`src/rtl/mem_pkg.sv`:
```
// Shared types for the memory reservation station: entry layout, default widths
// and the issue-readiness rule shared by the station and anything inspecting entries.
package mem_pkg;

    localparam int DEF_ADDR_W = 32;
    localparam int DEF_DATA_W = 32;
    localparam int DEF_ROB_W  = 6;
    localparam int DEF_IMM_W  = 12;

    typedef struct packed {
        logic                  valid;
        logic                  is_load;
        logic                  is_store;
        logic [DEF_ROB_W-1:0]  rob;
        logic [DEF_IMM_W-1:0]  imm;
        logic                  base_rdy;
        logic [DEF_ROB_W-1:0]  base_tag;
        logic [DEF_DATA_W-1:0] base_val;
        logic                  data_rdy;
        logic [DEF_ROB_W-1:0]  data_tag;
        logic [DEF_DATA_W-1:0] data_val;
    } rs_entry_t;

    // Loads only need the base; stores also need their data operand.
    function automatic logic op_ready(input rs_entry_t e);
        return e.valid && e.base_rdy && (e.is_load || (e.is_store && e.data_rdy));
    endfunction

endpackage

```
`src/rtl/mem_rs_agu.sv`:
```
// Address generation: base plus sign-extended immediate, wrapping at 2^ADDR_W.
// Purely combinational, no backpressure.
module agu #(
    parameter int ADDR_W = 32,
    parameter int IMM_W  = 12
) (
    input  logic [ADDR_W-1:0] i_base,
    input  logic [IMM_W-1:0]  i_imm,
    output logic [ADDR_W-1:0] o_addr
);

    logic [ADDR_W-1:0] w_imm_sx;

    assign w_imm_sx = {{(ADDR_W-IMM_W){i_imm[IMM_W-1]}}, i_imm};
    assign o_addr   = i_base + w_imm_sx;

endmodule

```
`src/rtl/mem_rs.sv`:
```
// In-order load/store reservation station with CDB wakeup; issues the oldest ready op, one
// per cycle, registered (dispatch->issue 1 cycle). Upstream stalls on o_disp_ready; LSU never stalls.
module mem_rs
    import mem_pkg::*;
#(
    parameter int DEPTH  = 8,
    parameter int ADDR_W = DEF_ADDR_W,
    parameter int DATA_W = DEF_DATA_W,
    parameter int ROB_W  = DEF_ROB_W,
    parameter int IMM_W  = DEF_IMM_W
) (
    input  logic                     i_clk,
    input  logic                     i_rst,
    input  logic                     i_disp_valid,
    output logic                     o_disp_ready,
    input  logic                     i_disp_is_load,
    input  logic                     i_disp_is_store,
    input  logic [ROB_W-1:0]         i_disp_rob,
    input  logic [IMM_W-1:0]         i_disp_imm,
    input  logic                     i_disp_base_rdy,
    input  logic [ROB_W-1:0]         i_disp_base_tag,
    input  logic [DATA_W-1:0]        i_disp_base_val,
    input  logic                     i_disp_data_rdy,
    input  logic [ROB_W-1:0]         i_disp_data_tag,
    input  logic [DATA_W-1:0]        i_disp_data_val,
    input  logic                     i_cdb_valid,
    input  logic [ROB_W-1:0]         i_cdb_tag,
    input  logic [DATA_W-1:0]        i_cdb_data,
    input  logic                     i_flush,
    output logic                     o_issue_valid,
    output logic                     o_issue_is_load,
    output logic                     o_issue_is_store,
    output logic [ROB_W-1:0]         o_issue_rob,
    output logic [ADDR_W-1:0]        o_issue_addr,
    output logic [DATA_W-1:0]        o_issue_store_data,
    output logic [$clog2(DEPTH):0]   o_count
);

    localparam int PTR_W = $clog2(DEPTH);
    localparam int CNT_W = PTR_W + 1;

    rs_entry_t          r_ent [DEPTH];
    logic [PTR_W-1:0]   r_head;
    logic [PTR_W-1:0]   r_tail;
    logic [CNT_W-1:0]   r_count;

    logic               r_issue_valid;
    logic               r_issue_is_load;
    logic               r_issue_is_store;
    logic [ROB_W-1:0]   r_issue_rob;
    logic [ADDR_W-1:0]  r_issue_addr;
    logic [DATA_W-1:0]  r_issue_store_data;

    rs_entry_t          w_head_ent;
    rs_entry_t          w_new_ent;
    logic               w_accept;
    logic               w_fire;
    logic               w_base_hit;
    logic               w_data_hit;
    logic [ADDR_W-1:0]  w_addr;

    assign o_disp_ready = (r_count != CNT_W'(DEPTH));
    assign w_accept     = i_disp_valid && o_disp_ready && !i_flush;
    assign w_head_ent   = r_ent[r_head];
    assign w_fire       = op_ready(w_head_ent);
    assign w_base_hit   = i_cdb_valid && (i_cdb_tag == i_disp_base_tag);
    assign w_data_hit   = i_cdb_valid && (i_cdb_tag == i_disp_data_tag);

    // A same-cycle CDB broadcast is folded into the entry being written.
    always_comb begin
        w_new_ent          = '0;
        w_new_ent.valid    = 1'b1;
        w_new_ent.is_load  = i_disp_is_load;
        w_new_ent.is_store = i_disp_is_store;
        w_new_ent.rob      = i_disp_rob;
        w_new_ent.imm      = i_disp_imm;
        w_new_ent.base_tag = i_disp_base_tag;
        w_new_ent.base_rdy = i_disp_base_rdy || w_base_hit;
        w_new_ent.base_val = i_disp_base_rdy ? i_disp_base_val : i_cdb_data;
        w_new_ent.data_tag = i_disp_data_tag;
        w_new_ent.data_rdy = i_disp_is_load || i_disp_data_rdy || w_data_hit;
        w_new_ent.data_val = i_disp_data_rdy ? i_disp_data_val : i_cdb_data;
    end

    agu #(
        .ADDR_W (ADDR_W),
        .IMM_W  (IMM_W)
    ) u_agu (
        .i_base (w_head_ent.base_val),
        .i_imm  (w_head_ent.imm),
        .o_addr (w_addr)
    );

    always_ff @(posedge i_clk or negedge i_rst) begin
        if (!i_rst) begin
            for (int i = 0; i < DEPTH; i++) r_ent[i] <= '0;
            r_head  <= '0;
            r_tail  <= '0;
            r_count <= '0;
        end else if (i_flush) begin
            for (int i = 0; i < DEPTH; i++) r_ent[i].valid <= 1'b0;
            r_head  <= '0;
            r_tail  <= '0;
            r_count <= '0;
        end else begin
            for (int i = 0; i < DEPTH; i++) begin
                if (r_ent[i].valid && i_cdb_valid) begin
                    if (!r_ent[i].base_rdy && (r_ent[i].base_tag == i_cdb_tag)) begin
                        r_ent[i].base_rdy <= 1'b1;
                        r_ent[i].base_val <= i_cdb_data;
                    end
                    if (!r_ent[i].data_rdy && (r_ent[i].data_tag == i_cdb_tag)) begin
                        r_ent[i].data_rdy <= 1'b1;
                        r_ent[i].data_val <= i_cdb_data;
                    end
                end
            end
            if (w_fire) begin
                r_ent[r_head].valid <= 1'b0;
                r_head              <= r_head + 1'b1;
            end
            // Tail never aliases a firing head: they coincide only when empty or full.
            if (w_accept) begin
                r_ent[r_tail] <= w_new_ent;
                r_tail        <= r_tail + 1'b1;
            end
            r_count <= r_count + CNT_W'(w_accept) - CNT_W'(w_fire);
        end
    end

    always_ff @(posedge i_clk or negedge i_rst) begin
        if (!i_rst) begin
            r_issue_valid      <= 1'b0;
            r_issue_is_load    <= 1'b0;
            r_issue_is_store   <= 1'b0;
            r_issue_rob        <= '0;
            r_issue_addr       <= '0;
            r_issue_store_data <= '0;
        end else if (i_flush) begin
            r_issue_valid <= 1'b0;
        end else begin
            r_issue_valid <= w_fire;
            if (w_fire) begin
                r_issue_is_load    <= w_head_ent.is_load;
                r_issue_is_store   <= w_head_ent.is_store;
                r_issue_rob        <= w_head_ent.rob;
                r_issue_addr       <= w_addr;
                r_issue_store_data <= w_head_ent.is_store ? w_head_ent.data_val : '0;
            end
        end
    end

    assign o_issue_valid      = r_issue_valid;
    assign o_issue_is_load    = r_issue_is_load;
    assign o_issue_is_store   = r_issue_is_store;
    assign o_issue_rob        = r_issue_rob;
    assign o_issue_addr       = r_issue_addr;
    assign o_issue_store_data = r_issue_store_data;
    assign o_count            = r_count;

endmodule

```
`config.mk`:
```
export PLATFORM = sky130hd
export DESIGN_NAME = mem_rs
export DESIGN_NICKNAME = d
export VERILOG_FILES = /design/src/rtl/mem_pkg.sv /design/src/rtl/mem_rs_agu.sv /design/src/rtl/mem_rs.sv
export SDC_FILE = /design/constraint.sdc
export NUM_CORES = 2
export LEC_CHECK = 0
export BUFFER_PORTS_ARGS = -buffer_cell sky130_fd_sc_hd__buf_2
export CORE_AREA = 2 2 334 336
export DETAILED_ROUTE_END_ITERATION = 10
export DIE_AREA = 0 0 336 338
export HOLD_SLACK_MARGIN = 0.05
export SKIP_CTS_REPAIR_TIMING = 1
export SYNTH_ARGS = -nofsm -noshare
export SYNTH_HDL_FRONTEND = slang
export SYNTH_SLANG_ARGS = --single-unit
```
`constraint.sdc`:
```
create_clock -name i_clk -period 5.1 [get_ports i_clk]
set_clock_uncertainty 0.15 [all_clocks]
set_input_delay 0.765 -clock i_clk [delete_from_list [all_inputs] [get_ports i_clk]]
set_output_delay 0.765 -clock i_clk [all_outputs]
set_load 0.02 [all_outputs]
```
==> flow_summary.json <==
{
  "regArea_sq_mm": 0.0219,
  "place_area_sq_mm": 0.0467,
  "clock_latency_ps": 710,
  "pre_cts_slack_ps": 489,
  "grt_max_degree": 200,
  "netlist_instances": 4924,
  "tritoncts": "built",
  "p_total_mw": 23.9,
  "cellInternalPower_mw": 15.6,
  "cts_made_buffers": 100,
  "synth_enable_flop_cells": 0,
  "finalMaxSlewViolations": 0,
  "drt_iter0_drc": 5407,
  "p_clk_frac": 0.321,
  "yosysWarningCount": 0,
  "setup_viol": 0,
  "clk_pin_slew_ps": 60,
  "rsz0062_at_grt": "no",
  "ant_nets": 0,
  "vdd_drop_max_uv": 285,
  "end_kind": "flip-flop",
  "period_needed_ps": 4650,
  "drt-pass1-iter-count": 6,
  "final_util": 0.456,
  "layout_common_cells": "nand2_1, dfrtp_1, a22oi_1",
  "seqPwrFrac": 0.403,
  "viasPerCell": 6.21,
  "grt_pass1_wl_microns": 259000,
  "grt_pass1_vias": 39100,
  "max_clock_freq_mhz": 215,
  "synth-seq-area-share": 0.490,
  "startpoint_type": "flip-flop",
  "min_path_type": "in2reg",
  "grt_remaining_overflow": 0,
  "synth_fp_nets": 5105,
  "postLayoutCellArea_sq_mm": 0.0502,
  "ios": 219,
  "cp_max_fo": 26,
  "final-hold-violation-count": 0,
  "gp_congestion": 0.874,
  "clockBufferDepth": 3,
  "cp.arrival_ps": 5070,
  "root_buffer": "clkbuf_16",
  "powerDensity_mw_per_mm2": 477,
  "worstSetupPathType": "reg2reg",
  "post-dp-hpwl_microns": 101000,
  "fillers": 10600,
  "p_leak_nw": 22.0,
  "nNetsFinal": 5045,
  "row_count": 122,
  "die_w_microns": 336,
  "setup_slack_ps": 454,
  "die_h_microns": 338,
  "start_util": 0.406,
  "area_growth_pct": 12.3,
  "die_area_sq_mm": 0.114,
  "fin_hold_ws_ps": 214,
  "core-area_sq_mm": 0.110,
  "status": "finished clean",
  "finalSetupTns_ps": 0,
  "synth_area_sq_mm": 0.0447,
  "mostFrequentLayoutCell": "nand2_1",
  "cap_violations": 0,
  "ys_seq_elements": 875,
  "syn-mean-instance-area_sq_um": 9.08,
  "min_period_over_period": 0.911,
  "multi_input_area_sq_mm": 0.0208,
  "power_switching_mw": 8.37,
  "vias": 40000,
  "io_buffers": 218,
  "required_ps": 5520,
  "drc_errors": 0,
  "drt-total-wl_microns": 173000,
  "ys_types": 72,
  "grt_use_total": 0.301,
  "worstMarginPinSlew_ps": 1160,
  "wl_per_cell_microns": 26.9,
  "drive_gt1_frac": 0.126,
  "comb_power_share": 0.275,
  "sw_frac_of_total": 0.350,
  "htreeDepth": 3,
  "dp_cells": 6249,
  "antenna_found_initial": 13,
  "stdcell_count": 6439,
  "clock_sinks": 875,
  "async_flop_share": 1.00,
  "slew_headroom": 0.229,
  "synthFlopType": "dfrtp_1"
}
-- layout make-up --
type | count | share of cell area
multi-input cells | 3537 | 0.414
clock buffers | 150 | 0.0594
diodes | 5 | 0.000249
repair buffers | 331 | 0.0421
flip-flops and latches | 875 | 0.436
inverters | 19 | 0.00142
clock inverters | 34 | 0.0101
well taps | 1488 | 0.0371
-- Yosys cell counts, types with 14 or more instances --
library cell  number  area share
a21oi_1           97       0.011
nand2_1         1398        0.12
a21o_1            25      0.0042
a22oi_1          705        0.12
nor3_2            15      0.0034
mux2i_1           21      0.0047
mux4_2            16      0.0081
nand4_1           59      0.0083
dfrtp_1          875        0.49
o21ai_0          270       0.030
o21ai_1          322       0.036
nand3_1           20      0.0022
buf_1             14      0.0012
inv_1             15      0.0013
xnor2_1           73       0.014
nor4_1            16      0.0022
buf_4             45      0.0076
buf_6             16      0.0040
a31oi_1           16      0.0022
a22o_1            26      0.0051
xor2_1            68       0.013
buf_2            150       0.017
o22a_1            16      0.0031
a221oi_1          45      0.0088
mux2_1            62       0.016
mux2_2            27      0.0068
nor2b_1           15      0.0021
clkbuf_1         268       0.023
nor2_1            73      0.0061
o21bai_1          20      0.0034
ha_1              38       0.011
-- state kept, by name (all words and copies together), names as in the netlist --
name and flops:
o_count 4, o_issue_addr 32, o_issue_is_load 1, o_issue_is_store 1, o_issue_rob 6, o_issue_store_data 32, o_issue_valid 1, r_ent 792
r_head 3, r_tail 3
-- kinds of logic after synthesis --
family / share of synthesized area
flops: 0.490
compound gates: 0.232
simple gates: 0.150
fa+ha+maj: 0.0115
buf+inv: 0.0537
mux: 0.0355
xor+xnor: 0.0282
-- final timing paths --
kind / startpoint / end / slack [ps] / cells past startpoint
min: i_disp_rob[2] / r_ent[389]$_DFFE_PN0P_ / 210 / 3
min in group asynchronous: i_rst / r_ent[62]$_DFFE_PN0N_ / 440 / 2
max in group asynchronous: i_rst / r_head[0]$_DFFE_PN0P_ / 2980 / 3
max reg2reg: r_head[0]$_DFFE_PN0P_ / o_issue_addr[29]$_DFFE_PN0P_ / 450 / 15
min reg2reg: o_issue_rob[2]$_DFFE_PN0P_ / o_issue_rob[2]$_DFFE_PN0P_ / 320 / 1
max: r_head[0]$_DFFE_PN0P_ / o_issue_addr[29]$_DFFE_PN0P_ / 450 / 15
-- critical path, cell delays in order, from the launching register on --
cell	delay, ps
dfrtp_4	600
nor2_1	300
and2_4	530
buf_4	340
a22oi_1	120
nand4_1	170
ha_1	320
a21oi_1	180
o211ai_1	110
o21ai_1	380
o21ai_1	150
a31oi_1	300
o21ai_1	210
a31oi_1	280
mux2i_1	210
o311ai_1	110
-- per-layer routing --
| layer | routed length, microns | GRT usage | vias to the layer above |
|---|---|---|---|
| li1 | - | - | 17300 |
| met1 | 71100 | 0.412 | 19900 |
| met2 | 78600 | 0.470 | 2360 |
| met3 | 17300 | 0.0645 | 449 |
| met4 | 6400 | 0.114 | 16 |
| met5 | 112 | 0 | - |
-- power by group through the flow --
stage	clock network, mW	registers (mW)	logic (mW)
6_report	7.69	9.65	6.59
3_3_place_gp	0	9.73	6.41
5_1_grt	8.03	9.80	7.30
2_1_floorplan	0	9.68	4.24
3_5_place_dp	0	9.72	6.54
4_1_cts	7.76	9.62	6.56
Power figures use the tool's default switching activity.
